<file path="src/rtl/fht_twiddle_gen_if.sv">
// Purpose: start/stage control plus the (sin, cos) twiddle stream between fht_twiddle_gen and its consumer.
// Ports: iSTART/iSTAGE start a stage; oVALID/iREADY handshake oSIN/oCOS/oIDX/oLAST; oBUSY/oDONE report status.
// master = generator side, slave = controller/consumer side.
interface fht_twiddle_gen_if #(
  parameter int LOG_N = 8,
  parameter int W_BIT = 16,
  parameter int ST_W  = $clog2(LOG_N)
);
  logic                    iSTART;
  logic [ST_W-1:0]         iSTAGE;
  logic                    iREADY;
  logic                    oVALID;
  logic signed [W_BIT-1:0] oSIN;
  logic signed [W_BIT-1:0] oCOS;
  logic [LOG_N-2:0]        oIDX;
  logic                    oLAST;
  logic                    oBUSY;
  logic                    oDONE;

  modport master (
    input  iSTART, iSTAGE, iREADY,
    output oVALID, oSIN, oCOS, oIDX, oLAST, oBUSY, oDONE
  );

  modport slave (
    output iSTART, iSTAGE, iREADY,
    input  oVALID, oSIN, oCOS, oIDX, oLAST, oBUSY, oDONE
  );
endinterface

</file>
<file path="src/rtl/fht_twiddle_gen.sv">
// Purpose: issues one scaled (sin, cos) twiddle pair per butterfly of stage s, in issue order.
// Ports: iCLK, iRESET (async, active-high); tw = fht_twiddle_gen_if.master (start/stage in, pair stream out).
// Latency 3 cycles from accepted start, then 1 pair/cycle; oVALID & ~iREADY stalls the whole pipeline.
// Build option FHT_TW_QUARTER_ROM_EN: quarter-wave table + symmetry logic; undefined: two half-wave tables.
module fht_twiddle_gen #(
  parameter int LOG_N      = 8,
  parameter int W_BIT      = 16,
  parameter int HALF_W_MAX = 8192,
  parameter int ST_W       = $clog2(LOG_N)
) (
  input  logic              iCLK,
  input  logic              iRESET,
  fht_twiddle_gen_if.master tw
);
  localparam int  N  = 1 << LOG_N;
  localparam int  NH = N / 2;
  localparam int  NQ = N / 4;
  localparam int  KW = LOG_N - 1;
  localparam int  S  = 2 * HALF_W_MAX;
  localparam real PI = 3.14159265358979323846;

  // round(S*sin(2*pi*m/N)); the argument stays in [0, pi/2] so the value is never negative
  function automatic int qval(input int m);
    real v;
    v = real'(S) * $sin(2.0 * PI * real'(m) / real'(N));
    return $rtoi(v + 0.5);
  endfunction

`ifdef FHT_TW_QUARTER_ROM_EN
  function automatic logic [(NQ+1)*W_BIT-1:0] gen_q();
    logic [(NQ+1)*W_BIT-1:0] t;
    t = '0;
    for (int m = 0; m <= NQ; m++) t[m*W_BIT +: W_BIT] = W_BIT'(qval(m));
    return t;
  endfunction
  localparam logic [(NQ+1)*W_BIT-1:0] QTAB = gen_q();
`else
  // Half-wave tables are derived from the same quarter values so both builds are bit-identical
  function automatic logic [NH*W_BIT-1:0] gen_half(input bit is_cos);
    logic [NH*W_BIT-1:0] t;
    int                  v;
    t = '0;
    for (int k = 0; k < NH; k++) begin
      if (is_cos) v = (k <= NQ) ? qval(NQ - k) : -qval(k - NQ);
      else        v = (k <= NQ) ? qval(k)      : qval(NH - k);
      t[k*W_BIT +: W_BIT] = W_BIT'(v);
    end
    return t;
  endfunction
  localparam logic [NH*W_BIT-1:0] SIN_TAB = gen_half(1'b0);
  localparam logic [NH*W_BIT-1:0] COS_TAB = gen_half(1'b1);
`endif

  typedef enum logic [1:0] {IDLE = 2'd0, RUN = 2'd1, DRAIN = 2'd2} state_t;

  state_t            state_q, state_d;
  logic [ST_W-1:0]   stage_q, stage_d;
  logic [KW-1:0]     cnt_q, cnt_d;
  logic              issue, adv, last_hs, done_q;
  logic [31:0]       stage_ext;
  logic [KW-1:0]     mask, k_c;
  logic [31:0]       shamt;

  logic              p1_vld_q, p2_vld_q, out_vld_q, out_last_q;
  logic [KW-1:0]     p1_idx_q, p1_k_q, p2_idx_q, out_idx_q;
  logic signed [W_BIT-1:0] p2_sin_q, p2_cos_q, out_sin_q, out_cos_q;
  logic signed [W_BIT-1:0] rd_sin, rd_cos, cos_sel;

  assign adv       = ~out_vld_q | tw.iREADY;
  assign last_hs   = out_vld_q & tw.iREADY & out_last_q;
  // 32-bit compare keeps the illegal-stage guard meaningful whatever ST_W is
  assign stage_ext = 32'(tw.iSTAGE);

  // k = (cnt & (2^s-1)) << (LOG_N-1-s)
  assign mask  = KW'((32'd1 << stage_q) - 32'd1);
  assign shamt = 32'(KW) - 32'(stage_q);
  assign k_c   = KW'(32'(cnt_q & mask) << shamt);

  always_comb begin
    state_d = state_q;
    stage_d = stage_q;
    cnt_d   = cnt_q;
    issue   = 1'b0;
    case (state_q)
      IDLE: if (tw.iSTART && (stage_ext < 32'(LOG_N))) begin
        state_d = RUN;
        stage_d = tw.iSTAGE;
        cnt_d   = '0;
      end
      RUN: if (adv) begin
        issue = 1'b1;
        cnt_d = cnt_q + 1'b1;
        if (cnt_q == KW'(NH - 1)) state_d = DRAIN;
      end
      DRAIN: if (last_hs) state_d = IDLE;
      default: state_d = IDLE;
    endcase
  end

  always_ff @(posedge iCLK or posedge iRESET) begin
    if (iRESET) begin
      state_q <= IDLE;
      stage_q <= '0;
      cnt_q   <= '0;
      done_q  <= 1'b0;
    end else begin
      state_q <= state_d;
      stage_q <= stage_d;
      cnt_q   <= cnt_d;
      done_q  <= last_hs;
    end
  end

`ifdef FHT_TW_QUARTER_ROM_EN
  logic          p1_hi_q, p2_neg_q;
  logic [KW-1:0] sin_a, cos_a;

  // Fold the second quadrant onto the quarter table; cos picks up a sign flip there
  always_comb begin
    if (p1_hi_q) begin
      sin_a = KW'(NH) - p1_k_q;
      cos_a = p1_k_q - KW'(NQ);
    end else begin
      sin_a = p1_k_q;
      cos_a = KW'(NQ) - p1_k_q;
    end
  end
  assign rd_sin  = QTAB[int'(sin_a)*W_BIT +: W_BIT];
  assign rd_cos  = QTAB[int'(cos_a)*W_BIT +: W_BIT];
  assign cos_sel = p2_neg_q ? -p2_cos_q : p2_cos_q;

  always_ff @(posedge iCLK or posedge iRESET) begin
    if (iRESET) begin
      p1_hi_q  <= 1'b0;
      p2_neg_q <= 1'b0;
    end else if (adv) begin
      p1_hi_q  <= (k_c > KW'(NQ));
      p2_neg_q <= p1_hi_q;
    end
  end
`else
  assign rd_sin  = SIN_TAB[int'(p1_k_q)*W_BIT +: W_BIT];
  assign rd_cos  = COS_TAB[int'(p1_k_q)*W_BIT +: W_BIT];
  assign cos_sel = p2_cos_q;
`endif

  // P1: index -> k; P2: table read; P3: sign/select into output registers
  always_ff @(posedge iCLK or posedge iRESET) begin
    if (iRESET) begin
      p1_vld_q   <= 1'b0;
      p1_idx_q   <= '0;
      p1_k_q     <= '0;
      p2_vld_q   <= 1'b0;
      p2_idx_q   <= '0;
      p2_sin_q   <= '0;
      p2_cos_q   <= '0;
      out_vld_q  <= 1'b0;
      out_idx_q  <= '0;
      out_last_q <= 1'b0;
      out_sin_q  <= '0;
      out_cos_q  <= '0;
    end else if (adv) begin
      p1_vld_q   <= issue;
      p1_idx_q   <= cnt_q;
      p1_k_q     <= k_c;
      p2_vld_q   <= p1_vld_q;
      p2_idx_q   <= p1_idx_q;
      p2_sin_q   <= rd_sin;
      p2_cos_q   <= rd_cos;
      out_vld_q  <= p2_vld_q;
      out_idx_q  <= p2_idx_q;
      out_last_q <= p2_vld_q & (p2_idx_q == KW'(NH - 1));
      out_sin_q  <= p2_sin_q;
      out_cos_q  <= cos_sel;
    end
  end

  assign tw.oVALID = out_vld_q;
  assign tw.oSIN   = out_sin_q;
  assign tw.oCOS   = out_cos_q;
  assign tw.oIDX   = out_idx_q;
  assign tw.oLAST  = out_last_q;
  assign tw.oBUSY  = (state_q != IDLE);
  assign tw.oDONE  = done_q;
endmodule

</file>
<file path="src/flat_wrapper.sv">
// flat-port wrapper written by rule: the top's interface ports become plain ports
module fht_twiddle_gen_flat 
#(
  parameter int LOG_N      = 8,
  parameter int W_BIT      = 16,
  parameter int HALF_W_MAX = 8192,
  parameter int ST_W       = $clog2(LOG_N)
)
  (iCLK, iRESET, tw_iSTART, tw_iSTAGE, tw_iREADY, tw_oVALID, tw_oSIN, tw_oCOS, tw_oIDX, tw_oLAST, tw_oBUSY, tw_oDONE);
  fht_twiddle_gen_if #(.LOG_N(LOG_N), .W_BIT(W_BIT), .ST_W(ST_W)) tw_i ();
  input  logic iCLK;
  input  logic iRESET;
  input wire logic [$bits(tw_i.iSTART)-1:0] tw_iSTART;
  input wire logic [$bits(tw_i.iSTAGE)-1:0] tw_iSTAGE;
  input wire logic [$bits(tw_i.iREADY)-1:0] tw_iREADY;
  output wire logic [$bits(tw_i.oVALID)-1:0] tw_oVALID;
  output wire logic [$bits(tw_i.oSIN)-1:0] tw_oSIN;
  output wire logic [$bits(tw_i.oCOS)-1:0] tw_oCOS;
  output wire logic [$bits(tw_i.oIDX)-1:0] tw_oIDX;
  output wire logic [$bits(tw_i.oLAST)-1:0] tw_oLAST;
  output wire logic [$bits(tw_i.oBUSY)-1:0] tw_oBUSY;
  output wire logic [$bits(tw_i.oDONE)-1:0] tw_oDONE;
  assign tw_i.iSTART = tw_iSTART;
  assign tw_i.iSTAGE = tw_iSTAGE;
  assign tw_i.iREADY = tw_iREADY;
  assign tw_oVALID = tw_i.oVALID;
  assign tw_oSIN = tw_i.oSIN;
  assign tw_oCOS = tw_i.oCOS;
  assign tw_oIDX = tw_i.oIDX;
  assign tw_oLAST = tw_i.oLAST;
  assign tw_oBUSY = tw_i.oBUSY;
  assign tw_oDONE = tw_i.oDONE;
  fht_twiddle_gen #(.LOG_N(LOG_N), .W_BIT(W_BIT), .HALF_W_MAX(HALF_W_MAX), .ST_W(ST_W)) u_core (.iCLK(iCLK), .iRESET(iRESET), .tw(tw_i));
endmodule
</file>
<file path="config.mk">
export PLATFORM = sky130hd
export DESIGN_NAME = fht_twiddle_gen_flat
export DESIGN_NICKNAME = d
export VERILOG_FILES = /design/src/rtl/fht_twiddle_gen_if.sv /design/src/rtl/fht_twiddle_gen.sv /design/src/flat_wrapper.sv
export SDC_FILE = /design/constraint.sdc
export NUM_CORES = 1
export LEC_CHECK = 0
export ABC_AREA = 1
export CORE_UTILIZATION = 30
export DETAILED_ROUTE_END_ITERATION = 7
export HOLD_SLACK_MARGIN = 0.1
export SLEW_MARGIN = 20
export SYNTH_ARGS = -nofsm -noshare
export SYNTH_HDL_FRONTEND = slang
export SYNTH_SLANG_ARGS = --single-unit
</file>
<file path="constraint.sdc">
create_clock -name iCLK -period 3.8 [get_ports iCLK]
set_clock_uncertainty 0.15 [all_clocks]
set_input_delay 0.76 -clock iCLK [delete_from_list [all_inputs] [get_ports iCLK]]
set_output_delay 0.76 -clock iCLK [all_outputs]
set_load 0.05 [all_outputs]
</file>
==> reports/results.tsv, run 1 <==
stage	metric	value	unit
synthesis	Synth Cell Area	7210	sq um
clock_network	Worst-Skew Late Latency	350	ps
final_layout	Final nets	1188	
sta	Finish-stage setup viols	0	
place	Cell Area, Placed	8120	sq um
critical_path	CP startpoint	tw_iREADY	
critical_path	reg2reg start	u_core.p1_k_q[5]	
critical_path	Crit path arrival time	2990	ps
synthesis	Synth Net Count	1147	
floorplanning	Die Wd	157	um
sta	min Tclk post-route	2850	ps
clock_network	Post-CTS Setup Repair Bufs	0	
sta	Hold Fails Final Rpt	0	
final_layout	post-layout util	35.8	%
final_layout	Layout Cells excl Fill	1488	
critical_path	worst path required time	3940	ps
synthesis	FF+latch count, synth	107	
clock_network	Max clock buf depth	2	
place	placed insts	1472	
power_and_ir_drop	PwrDens	892	nW/um^2
synthesis	EDFF count, synth	0	
critical_path	Crit Path Max Fanout	23	
floorplanning	CORE AREA	23500	sq um
drt	DR WL/cell	19.6	um
critical_path	Startpoint Class	primary input	
drt	Remaining DRCs	0	
clock_network	clk sinks	107	
synthesis	main flop type after synthesis	dfrtp_1	
final_layout	Storage cell area	2680	sq um
run	Max Cap Viol	0	
sta	setup TNS	0	ps
critical_path	Setup crit end kind	register	
final_layout	leading cell type in the layout, fill and taps excluded	nand2_1	
sta	Slew headroom	39.3	%
final_layout	antenna cell count	0	
floorplanning	Rows	56	
sta	Worst Tran Pin Value	911	ps
drt	routed vias/inst	5.32	
sta	Pins Over Slew Limit	0	
sta	final worst slack	950	ps
global_routing	initial antenna violation count	1	
floorplanning	DIE AREA	24700	sq um
sta	crit share post-route	75.0	%
final_layout	synthesis-to-finish area growth	17.0	%
drt	Initial DRC Count	955	
worst_hold_path	hold_sp	u_core.cos_sel[15]	
final_layout	area of the multi-input gates	3930	sq um
power_and_ir_drop	Peak VDD IR	0.324	mV
drt	DRT Pass-1 Iters	6	
floorplanning	Starting Density	30.6	%
place	GP Congestion	1.05	
sta	Max Fclk	351	MHz
power_and_ir_drop	Leak Pwr	4.28	nW
global_routing	vias in the first global route	7458	
global_routing	Total GRT Usage	24.1	%
clock_network	clk root buf	clkbuf_16	
drt	vias after detailed routing	7917	
clock_network	H-tree Lvls	3	
place	Port Buffers	48	
final_layout	# fillers	2611	
drt	Final ANT Viol Nets	0	
synthesis	asr flop ratio synth	100	%
place	HPWL after DPL	21.3	mm
synthesis	Yosys Warn Count	0	
final_layout	fraction of layout cells with a size suffix above 1	6.59	%
final_layout	most frequent cells in the layout	nand2_1, nand3_1, dfrtp_1, o21ai_0, nor2_1	
worst_hold_path	Worst Hold Class	reg2reg	
global_routing	grt total ovfl	0	
synthesis	cells after synthesis	1123	
clock_network	CTS tree	built	
final_layout	post-route cell area	8440	sq um
drt	routed wire length	29.1	mm
floorplanning	number of I/O pins	50	
critical_path	CP Class	in2reg	
place	pre-CTS setup slack	623	ps
floorplanning	height of the die	157	um
synthesis	register area share after synthesis	37.1	%
sta	RSZ-0062 raised after global routing	no	
global_routing	first-pass GRT wire length	45.0	mm
clock_network	CTS clk-pin slew, worst paths	80	ps
outcome	status	complete, no violations	
clock_network	post-CTS sizing	0	
global_routing	pin count of the biggest net entering global routing	58	
synthesis	Mapped Avg Cell Area	6.42	sq um
clock_network	Num CTS Buffers	9	
synthesis	post-synth cell types	34	
clock_network	number of hold buffers added after cts	0	
worst paths after layout:
kind / cells past startpoint / slack [ps] / endpoint
setup / recovery: 9 / 950 / u_core.cos_sel[2]
hold / removal: 2 / 320 / u_core.tw.oCOS[15]
setup reg to reg: 7 / 1170 / u_core.p2_sin_q[0]
hold reg to reg: 2 / 320 / u_core.tw.oCOS[15]
max in group asynchronous: 3 / 2110 / u_core.p2_sin_q[1]
min in group asynchronous: 2 / 700 / u_core.tw.oCOS[14]
power breakdown:
| part | leakage [nW] | total [mW] | switching, mW | internal [mW] |
|---|---|---|---|---|
| sequential | 1.40 | 1.86 | 0.314 | 1.54 |
| clock | 0.152 | 0.958 | 0.484 | 0.474 |
| combinational | 2.73 | 4.71 | 3.39 | 1.32 |
| total | 4.28 | 7.53 | 4.19 | 3.34 |
synthesized netlist by cell type, drive strengths merged, types with 8 or more instances:
| master | count | share of area [%] |
|---|---|---|
| nand4 | 16 | 1.4 |
| nor2 | 78 | 4.3 |
| inv | 85 | 4.4 |
| o211ai | 8 | 0.83 |
| o21ai | 95 | 6.6 |
| dfrtp | 107 | 37 |
| a21oi | 32 | 2.2 |
| buf | 29 | 2.5 |
| nand3 | 126 | 8.7 |
| clkbuf | 26 | 1.4 |
| ha | 17 | 2.9 |
| nand2 | 470 | 25 |
worst max-delay path: stages:
cell             delay (ps)
clkdlybuf4s50_1         480
inv_1                    50
nand2_2                 390
nand2_1                 280
inv_1                   650
nand3_1                 190
nand2_1                 100
inv_1                    40
nand2_1                  50
through the flow:
stage	total power [mW]	hold slack [ps]
floorplan	4.84	281
global placement	6.51	304
detailed placement	6.46	308
CTS	7.45	319
global route	8.02	347
finish	7.53	321
flip-flops by register name, indices dropped and copies added (netlist names):
| name | flops |
|---|---|
| u_core.cos_sel | 16 |
| u_core.tw.oCOS | 16 |
| u_core.p2_sin_q | 15 |
| u_core.tw.oSIN | 15 |
| u_core.cnt_q | 7 |
| u_core.p1_idx_q | 7 |
| u_core.p1_k_q | 7 |
| u_core.p2_idx_q | 7 |
| u_core.tw.oIDX | 7 |
| u_core.stage_q | 3 |
| u_core.state_q | 2 |
| u_core.p1_vld_q | 1 |
| u_core.p2_vld_q | 1 |
| u_core.tw.oDONE | 1 |
| u_core.tw.oLAST | 1 |
| u_core.tw.oVALID | 1 |
routing by layer:
metal / share of wire [%] / up-vias / GRT usage [%]
li1: - / 3709 / -
met1: 45 / 3739 / 34.4
met2: 44 / 407 / 37.0
met3: 8.1 / 60 / 3.33
met4: 2.9 / 2 / 8.69
met5: 0.038 / - / 0
logic make-up after synthesis:
group | count (synthesis) | share of synthesized area (%)
adders and majority gates | 17 | 2.95
buffers and inverters | 143 | 8.45
AOI/OAI and AO/OA | 155 | 11.6
and+or+nand+nor | 699 | 39.6
xor gates and xnor gates | 1 | 0.121
other | 1 | 0.0520
DFF | 107 | 37.1
layout make-up:
class                   count  share of cell area [%]
inverters                  88                    3.95
clock buffers               9                    2.67
repair buffers             85                    9.29
multi-input cells         873                    46.5
clock inverters             7                    1.08
flip-flops and latches    107                    31.7
well taps                 319                    4.73
No activity file was read; power rests on OpenSTA's default activity.
==> run 2: changes to the inputs <==
- clock period: 3.8 -> 2.9 ns (I/O delays scaled with it)
==> reports/results.tsv, run 2 (synthesis results as in run 1) <==
stage	metric	value	unit
run	Max Cap Viol	0	
clock_network	Post-CTS Setup Repair Bufs	0	
clock_network	number of hold buffers added after cts	0	
sta	min Tclk post-route	2540	ps
sta	Worst Tran Pin Value	740	ps
place	GP Congestion	1.03	
worst_hold_path	hold depth	2	
clock_network	clk root buf	clkbuf_16	
floorplanning	number of I/O pins	50	
clock_network	post-CTS sizing	0	
final_layout	most frequent cells in the layout	nand2_1, nand3_1, dfrtp_1, o21ai_0, nor2_1	
critical_path	delay-heaviest family, CP	simple AND/OR/NAND/NOR gates	
drt	Initial DRC Count	985	
critical_path	reg2reg end	u_core.p2_sin_q[3]	
critical_path	Worst Reg-to-Reg Cells	9	
critical_path	Startpoint Class	register	
clock_network	Worst-Skew Late Latency	360	ps
floorplanning	CORE AREA	23500	sq um
global_routing	first-pass GRT wire length	46.7	mm
worst_hold_path	Worst Hold Path EP	u_core.tw.oVALID	
sta	Slew headroom	50.6	%
place	Port Buffers	48	
drt	routed wire length	30.3	mm
critical_path	Crit path arrival time	2640	ps
final_layout	leading cell type in the layout, fill and taps excluded	nand2_1	
drt	Remaining DRCs	0	
power_and_ir_drop	Tot Pwr	10.0	mW
critical_path	CP Class	reg2reg	
global_routing	initial antenna violation count	1	
clock_network	CTS tree	built	
floorplanning	height of the die	157	um
drt	WL met1	13.2	mm
final_layout	fraction of layout cells with a size suffix above 1	8.16	%
final_layout	antenna cell count	0	
global_routing	pin count of the biggest net entering global routing	51	
sta	crit share post-route	87.7	%
critical_path	Worst Path Buf+Inv	1	
drt	Final ANT Viol Nets	0	
clock_network	Num CTS Buffers	9	
critical_path	Setup crit end kind	register	
worst_hold_path	hold_sp	u_core.p2_vld_q	
drt	routed wire length on met3	2.73	mm
clock_network	clk sinks	107	
critical_path	Crit Path Max Fanout	9	
floorplanning	Die Wd	157	um
global_routing	grt total ovfl	0	
global_routing	Total GRT Usage	25.5	%
sta	Max Fclk	393	MHz
worst_hold_path	Worst Hold Class	reg2reg	
final_layout	Final nets	1208	
critical_path	R2R setup slack	360	ps
final_layout	# fillers	2586	
drt	met2 WL	12.9	mm
global_routing	vias in the first global route	7559	
floorplanning	DIE AREA	24700	sq um
clock_network	Max clock buf depth	2	
sta	Finish-stage setup viols	0	
sta	Pins Over Slew Limit	0	
drt	DR WL/cell	20.1	um
floorplanning	Rows	56	
sta	RSZ-0062 raised after global routing	no	
critical_path	reg2reg start	u_core.p1_k_q[0]	
place	HPWL after DPL	22.3	mm
critical_path	crit path cell chain	buf_4 -> ha_1 -> nand2_1 -> nand3_1 -> nand3_1 -> nand2_1 -> nand3_1 -> nand2_1 -> nand3_1	
drt	Highest Signal Layer	met4	
critical_path	max incr delay on CP	380	ps
floorplanning	Starting Density	30.6	%
power_and_ir_drop	Leak Pwr	4.38	nW
clock_network	H-tree Lvls	3	
outcome	status	complete, no violations	
critical_path	Crit path top cell by count	nand3_1	
power_and_ir_drop	PwrDens	1160	nW/um^2
sta	Hold Fails Final Rpt	0	
drt	vias after detailed routing	8047	
drt	routed vias/inst	5.34	
final_layout	synthesis-to-finish area growth	19.6	%
drt	DRT Pass-1 Iters	5	
clock_network	CTS clk-pin slew, worst paths	80	ps
critical_path	slowest CP cell	nand3_1	
power_and_ir_drop	Peak VDD IR	0.404	mV
critical_path	worst path required time	2990	ps
sta	setup TNS	0	ps
-- run 2: cell count changes in the layout (fill, tap and decap cells not counted), sizes merged --
cell,before,now
inv,87,86
clkinvlp,0,1
buf,37,57
-- run 2: final cells by class --
| cell class | instances | area, sq um | share of cell area, % |
|---|---|---|---|
| timing repair buffer | 105 | 971 | 11.3 |
| tap | 319 | 399 | 4.63 |
| clock buffer | 9 | 225 | 2.61 |
| sequential | 107 | 2680 | 31.0 |
| inverter | 88 | 334 | 3.87 |
| multi-input combinational | 873 | 3930 | 45.5 |
| clock inverter | 7 | 91.3 | 1.06 |
-- run 2: worst reg2reg max path: cells and delay by family (launching register included) --
family	cells	cell delay (ps)
adders and majority gates	1	370
buffers and inverters	1	200
DFF	1	360
and+or+nand+nor	7	1350
-- run 2: worst max-delay path by stage --
stage / endpoint / from / slack (ps) / cells after the start
finish: u_core.p2_sin_q[3] / u_core.p1_k_q[0] / 360 / 9
global route: u_core.cos_sel[5] / u_core.p1_k_q[1] / 250 / 13
CTS: u_core.cos_sel[5] / u_core.p1_k_q[1] / 460 / 11
detailed placement: u_core.p1_k_q[1] / tw_iREADY / 350 / 8
global placement: u_core.p1_k_q[1] / tw_iREADY / 360 / 8
floorplan: u_core.cos_sel[4] / u_core.p1_k_q[1] / 770 / 10
-- run 2: where the power goes --
group	total, mW	switching [mW]	internal [mW]
Combinational	6.36	4.51	1.85
Sequential	2.40	0.379	2.02
Clock	1.28	0.654	0.624
Total	10.0	5.55	4.49
-- run 2: metal layers --
layer / vias to the layer above / global-route usage [%]
li1: 3754 / -
met1: 3749 / 34.8
met2: 446 / 37.9
met3: 98 / 5.45
met4: 0 / 12.6
met5: - / 0
-- run 2: through the flow --
stage                     setup WS, ps  hold WS, ps  instance area, sq um  cells  utilization, %
after CTS                          459          326                  8620   1508            36.6
after global placement             360          303                  8310   1492            35.3
after detailed placement           350          307                  8310   1492            35.3
after global routing               255          353                  8620   1508            36.6
final                              357          320                  8620   1508            36.6
after floorplan                    773          281                  7210   1123               -
==> run 3: changes to the inputs <==
- CAP_MARGIN: unset -> 0
- GPL_ROUTABILITY_DRIVEN: unset -> 0
==> reports/results.tsv, run 3 (synthesis results as in run 1) <==
stage	metric	value	unit
outcome	status	complete, no violations	
sta	Hold Fails Final Rpt	0	
global_routing	Total GRT Usage	21.1	%
clock_network	Post-CTS Setup Repair Bufs	0	
critical_path	Crit path top cell by count	nand2_1	
power_and_ir_drop	Psw	5.25	mW
final_layout	synthesis-to-finish area growth	17.2	%
final_layout	post-layout util	35.9	%
sta	Worst Tran Pin Value	723	ps
worst_hold_path	Worst Hold Class	reg2reg	
power_and_ir_drop	Logic pwr share	62.8	%
clock_network	CTS tree	built	
drt	DR WL/cell	17.1	um
drt	routed vias/inst	5.40	
critical_path	crit path cell chain	inv_1 -> buf_4 -> ha_1 -> nand2_1 -> nor2_1 -> inv_1 -> a21oi_1 -> nor2_1 -> nand2_1 -> nand2_1 -> nand3_1	
critical_path	worst path required time	3030	ps
power_and_ir_drop	P_int	4.39	mW
clock_network	Max clock buf depth	2	
drt	Remaining DRCs	0	
global_routing	first-pass GRT wire length	40.2	mm
global_routing	grt total ovfl	0	
final_layout	Final nets	1189	
run	Max Cap Viol	0	
drt	vias after detailed routing	8039	
global_routing	pin count of the biggest net entering global routing	75	
clock_network	CTS clk-pin slew, worst paths	70	ps
floorplanning	number of I/O pins	50	
sta	crit share post-route	87.5	%
power_and_ir_drop	Leak Pwr	4.27	nW
power_and_ir_drop	clock group share of total power	12.3	%
sta	setup TNS	0	ps
drt	Initial DRC Count	1241	
critical_path	Crit path arrival time	2670	ps
clock_network	clk sinks	107	
sta	Max Fclk	394	MHz
power_and_ir_drop	PwrDens	1140	nW/um^2
floorplanning	Die Wd	157	um
clock_network	Worst-Skew Late Latency	350	ps
floorplanning	CORE AREA	23500	sq um
clock_network	clk root buf	clkbuf_16	
critical_path	Setup crit end kind	register	
critical_path	CP Class	reg2reg	
critical_path	Crit Path Max Fanout	6	
power_and_ir_drop	Tot Pwr	9.64	mW
sta	hold slack final	323	ps
critical_path	max incr delay on CP	380	ps
sta	min Tclk post-route	2540	ps
floorplanning	Rows	56	
clock_network	Num CTS Buffers	9	
final_layout	most frequent cells in the layout	nand2_1, nand3_1, dfrtp_1, o21ai_0, nor2_1	
drt	DRT Pass-1 Iters	7	
clock_network	number of hold buffers added after cts	0	
place	HPWL after DPL	18.6	mm
floorplanning	DIE AREA	24700	sq um
sta	RSZ-0062 raised after global routing	no	
critical_path	slowest CP cell	dfrtp_1	
drt	Final ANT Viol Nets	0	
power_and_ir_drop	Sw Share	54.5	%
final_layout	fraction of layout cells with a size suffix above 1	6.67	%
sta	Pins Over Slew Limit	0	
final_layout	leading cell type in the layout, fill and taps excluded	nand2_1	
clock_network	H-tree Lvls	3	
sta	Finish-stage setup viols	0	
critical_path	Startpoint Class	register	
floorplanning	Starting Density	30.6	%
power_and_ir_drop	part of the power in registers	24.9	%
drt	routed wire length	25.5	mm
place	Port Buffers	48	
sta	Slew headroom	51.6	%
global_routing	vias in the first global route	7318	
power_and_ir_drop	Peak VDD IR	0.542	mV
clock_network	post-CTS sizing	0	
global_routing	initial antenna violation count	1	
floorplanning	height of the die	157	um
run 3: metrics by stage:
stage	setup slack (ps)	instance area, sq um	std cells
6_report	362	8450	1490
5_1_grt	310	8450	1489
4_1_cts	494	8450	1489
3_5_place_dp	383	8150	1473
3_3_place_gp	416	8150	1473
2_1_floorplan	773	7210	1123
run 3: area by class of cell:
type	instances	area, sq um
Clock inverter	6	55.1
Tap cell	319	399
Clock buffer	10	239
Inverter	88	334
Timing Repair Buffer	86	816
Sequential cell	107	2680
Antenna cell	1	2.50
Fill cell	2562	15100
Multi-Input combinational cell	873	3930
run 3: critical path, delay by kind of cell, from the launching register on:
family | cells | cell delay, ps
adders and majority gates | 1 | 200
and+or+nand+nor | 6 | 1010
DFF | 1 | 380
buffers and inverters | 3 | 540
AOI/OAI and AO/OA | 1 | 190
run 3: power by group through the flow:
stage | clock network, mW | logic [mW] | registers (mW)
CTS | 1.23 | 5.84 | 2.40
global route | 1.29 | 6.53 | 2.47
global placement | 0 | 5.84 | 2.43
floorplan | 0 | 3.28 | 3.06
detailed placement | 0 | 5.81 | 2.43
finish | 1.19 | 6.05 | 2.40
run 3: worst paths after layout:
check                                  start           endpoint  slack, ps  cells after the start
max                         u_core.p1_k_q[1]  u_core.cos_sel[3]        360                     11
min                        u_core.tw.oCOS[3]  u_core.tw.oCOS[3]        320                      2
max reg2reg                 u_core.p1_k_q[1]  u_core.cos_sel[3]        360                     11
min reg2reg                u_core.tw.oCOS[3]  u_core.tw.oCOS[3]        320                      2
max in group asynchronous             iRESET  u_core.stage_q[0]       1580                      3
min in group asynchronous             iRESET  u_core.cos_sel[9]        450                      2
run 3: layer usage:
metal	wire length (um)	global-route usage [%]
met1	10700	28.4
met2	10300	30.1
met3	3140	6.53
met4	1390	10.6
met5	0	0
==> edit: new RTL, flow settings as in run 3 <==
Add a define of `FHT_TW_QUARTER_ROM_EN`.
--- a/src/rtl/fht_twiddle_gen.sv
+++ b/src/rtl/fht_twiddle_gen.sv
@@ -3,4 +3,6 @@
 // Latency 3 cycles from accepted start, then 1 pair/cycle; oVALID & ~iREADY stalls the whole pipeline.
 // Build option FHT_TW_QUARTER_ROM_EN: quarter-wave table + symmetry logic; undefined: two half-wave tables.
+`define FHT_TW_QUARTER_ROM_EN
+
 module fht_twiddle_gen #(
   parameter int LOG_N      = 8,
Function: not settled (the Yosys comparison gave no result); the edit may change what the design does.
==> edit against run 3 <==
Maximum frequency decreased by 4.5%; area after synthesis increased by 6.5%; power increased by 22%; worst setup slack got worse by 0.12 ns; wire length decreased by 18%; sequential cell count increased by 1; design area increased by 3.5%; cell count increased by 3.9%; clock power increased by 5%; critical path type unchanged; largest cell class unchanged.
==> edit: results (changes against run 3) <==
status completed; Leakage 4.490 nW (+5.2%); commonest cells in the netlist 555 x nand2_1, 169 x nand3_1, 108 x dfrtp_1, 67 x inv_1, 57 x o21ai_0; global-route wire length before repair 34710 µm (-14%); fillers 2741 (+7.0%); met1 Use GR 22.32% (-6.1 points); end point of the critical path u_core.p2_cos_q[8]; top cells by area, synth dfrtp_1 35%, nand2_1 27%, nand3_1 11%; hold path start u_core.p2_sin_q[6]; Tightest Pin Transition 0.7092 ns (-0.01348 ns); maximum VDD drop 0.5872 mV (+8.4%); Worst Reg2Reg Path Length in Cells 14 (+3); Worst Hold End u_core.tw.oSIN[6]; Crit Path Max Fanout 8 (+2); initial antenna violation count 0 (-1); Layout Cells excl Fill 1548 (+3.9%); detail-routed via count per cell 4.958 (-8.1%); grt met3 use 2.400% (-4.1 points); Met2 Routed Length 9286 µm (-9.7%); post-DP HPWL 14730 µm (-21%); Seq pwr share 21.0% (-3.9 points); worst slack, placed 0.1835 ns (-0.1996 ns); Post-DP Area 0.008431 mm² (+3.4%); Min Hold Slack 0.3189 ns (-0.004584 ns); register area share after synthesis 35.20% (-1.9 points); layout cells sized above 1 6.732% (+0.066 points)
[edit: tightest hold or removal path: cells and delay by family (launching register included)]
family / cells / cell delay, ns
AND/OR/NAND/NOR: 2 / 0.10
flip-flops: 1 / 0.34
[edit: layout make-up]
type / instances / area [µm²] / area share (%)
multi-input combinational: 948 / 4335 / 49.59
inverter: 76 / 291.5 / 3.334
clock inverter: 7 / 80.08 / 0.9159
clock buffer: 9 / 225.2 / 2.576
timing repair buffer: 70 / 695.7 / 7.956
sequential: 108 / 2703 / 30.91
tap: 330 / 412.9 / 4.722
[edit: logic make-up (layout without fill, tap and decap cells)]
family,count (synthesis),after routing,synth area share (%)
flops,108,108,35.20
xor+xnor,8,8,0.9127
compound gates,92,92,6.274
other cells,1,1,0.04884
buf+inv,134,162,8.523
fa+ha+maj,16,16,2.608
simple gates,831,831,46.43
[edit: repair_timing]
item                       CTS  global route
setup endpoints to repair    0             5
gates resized for setup      0             2
hold endpoints to repair     0             0
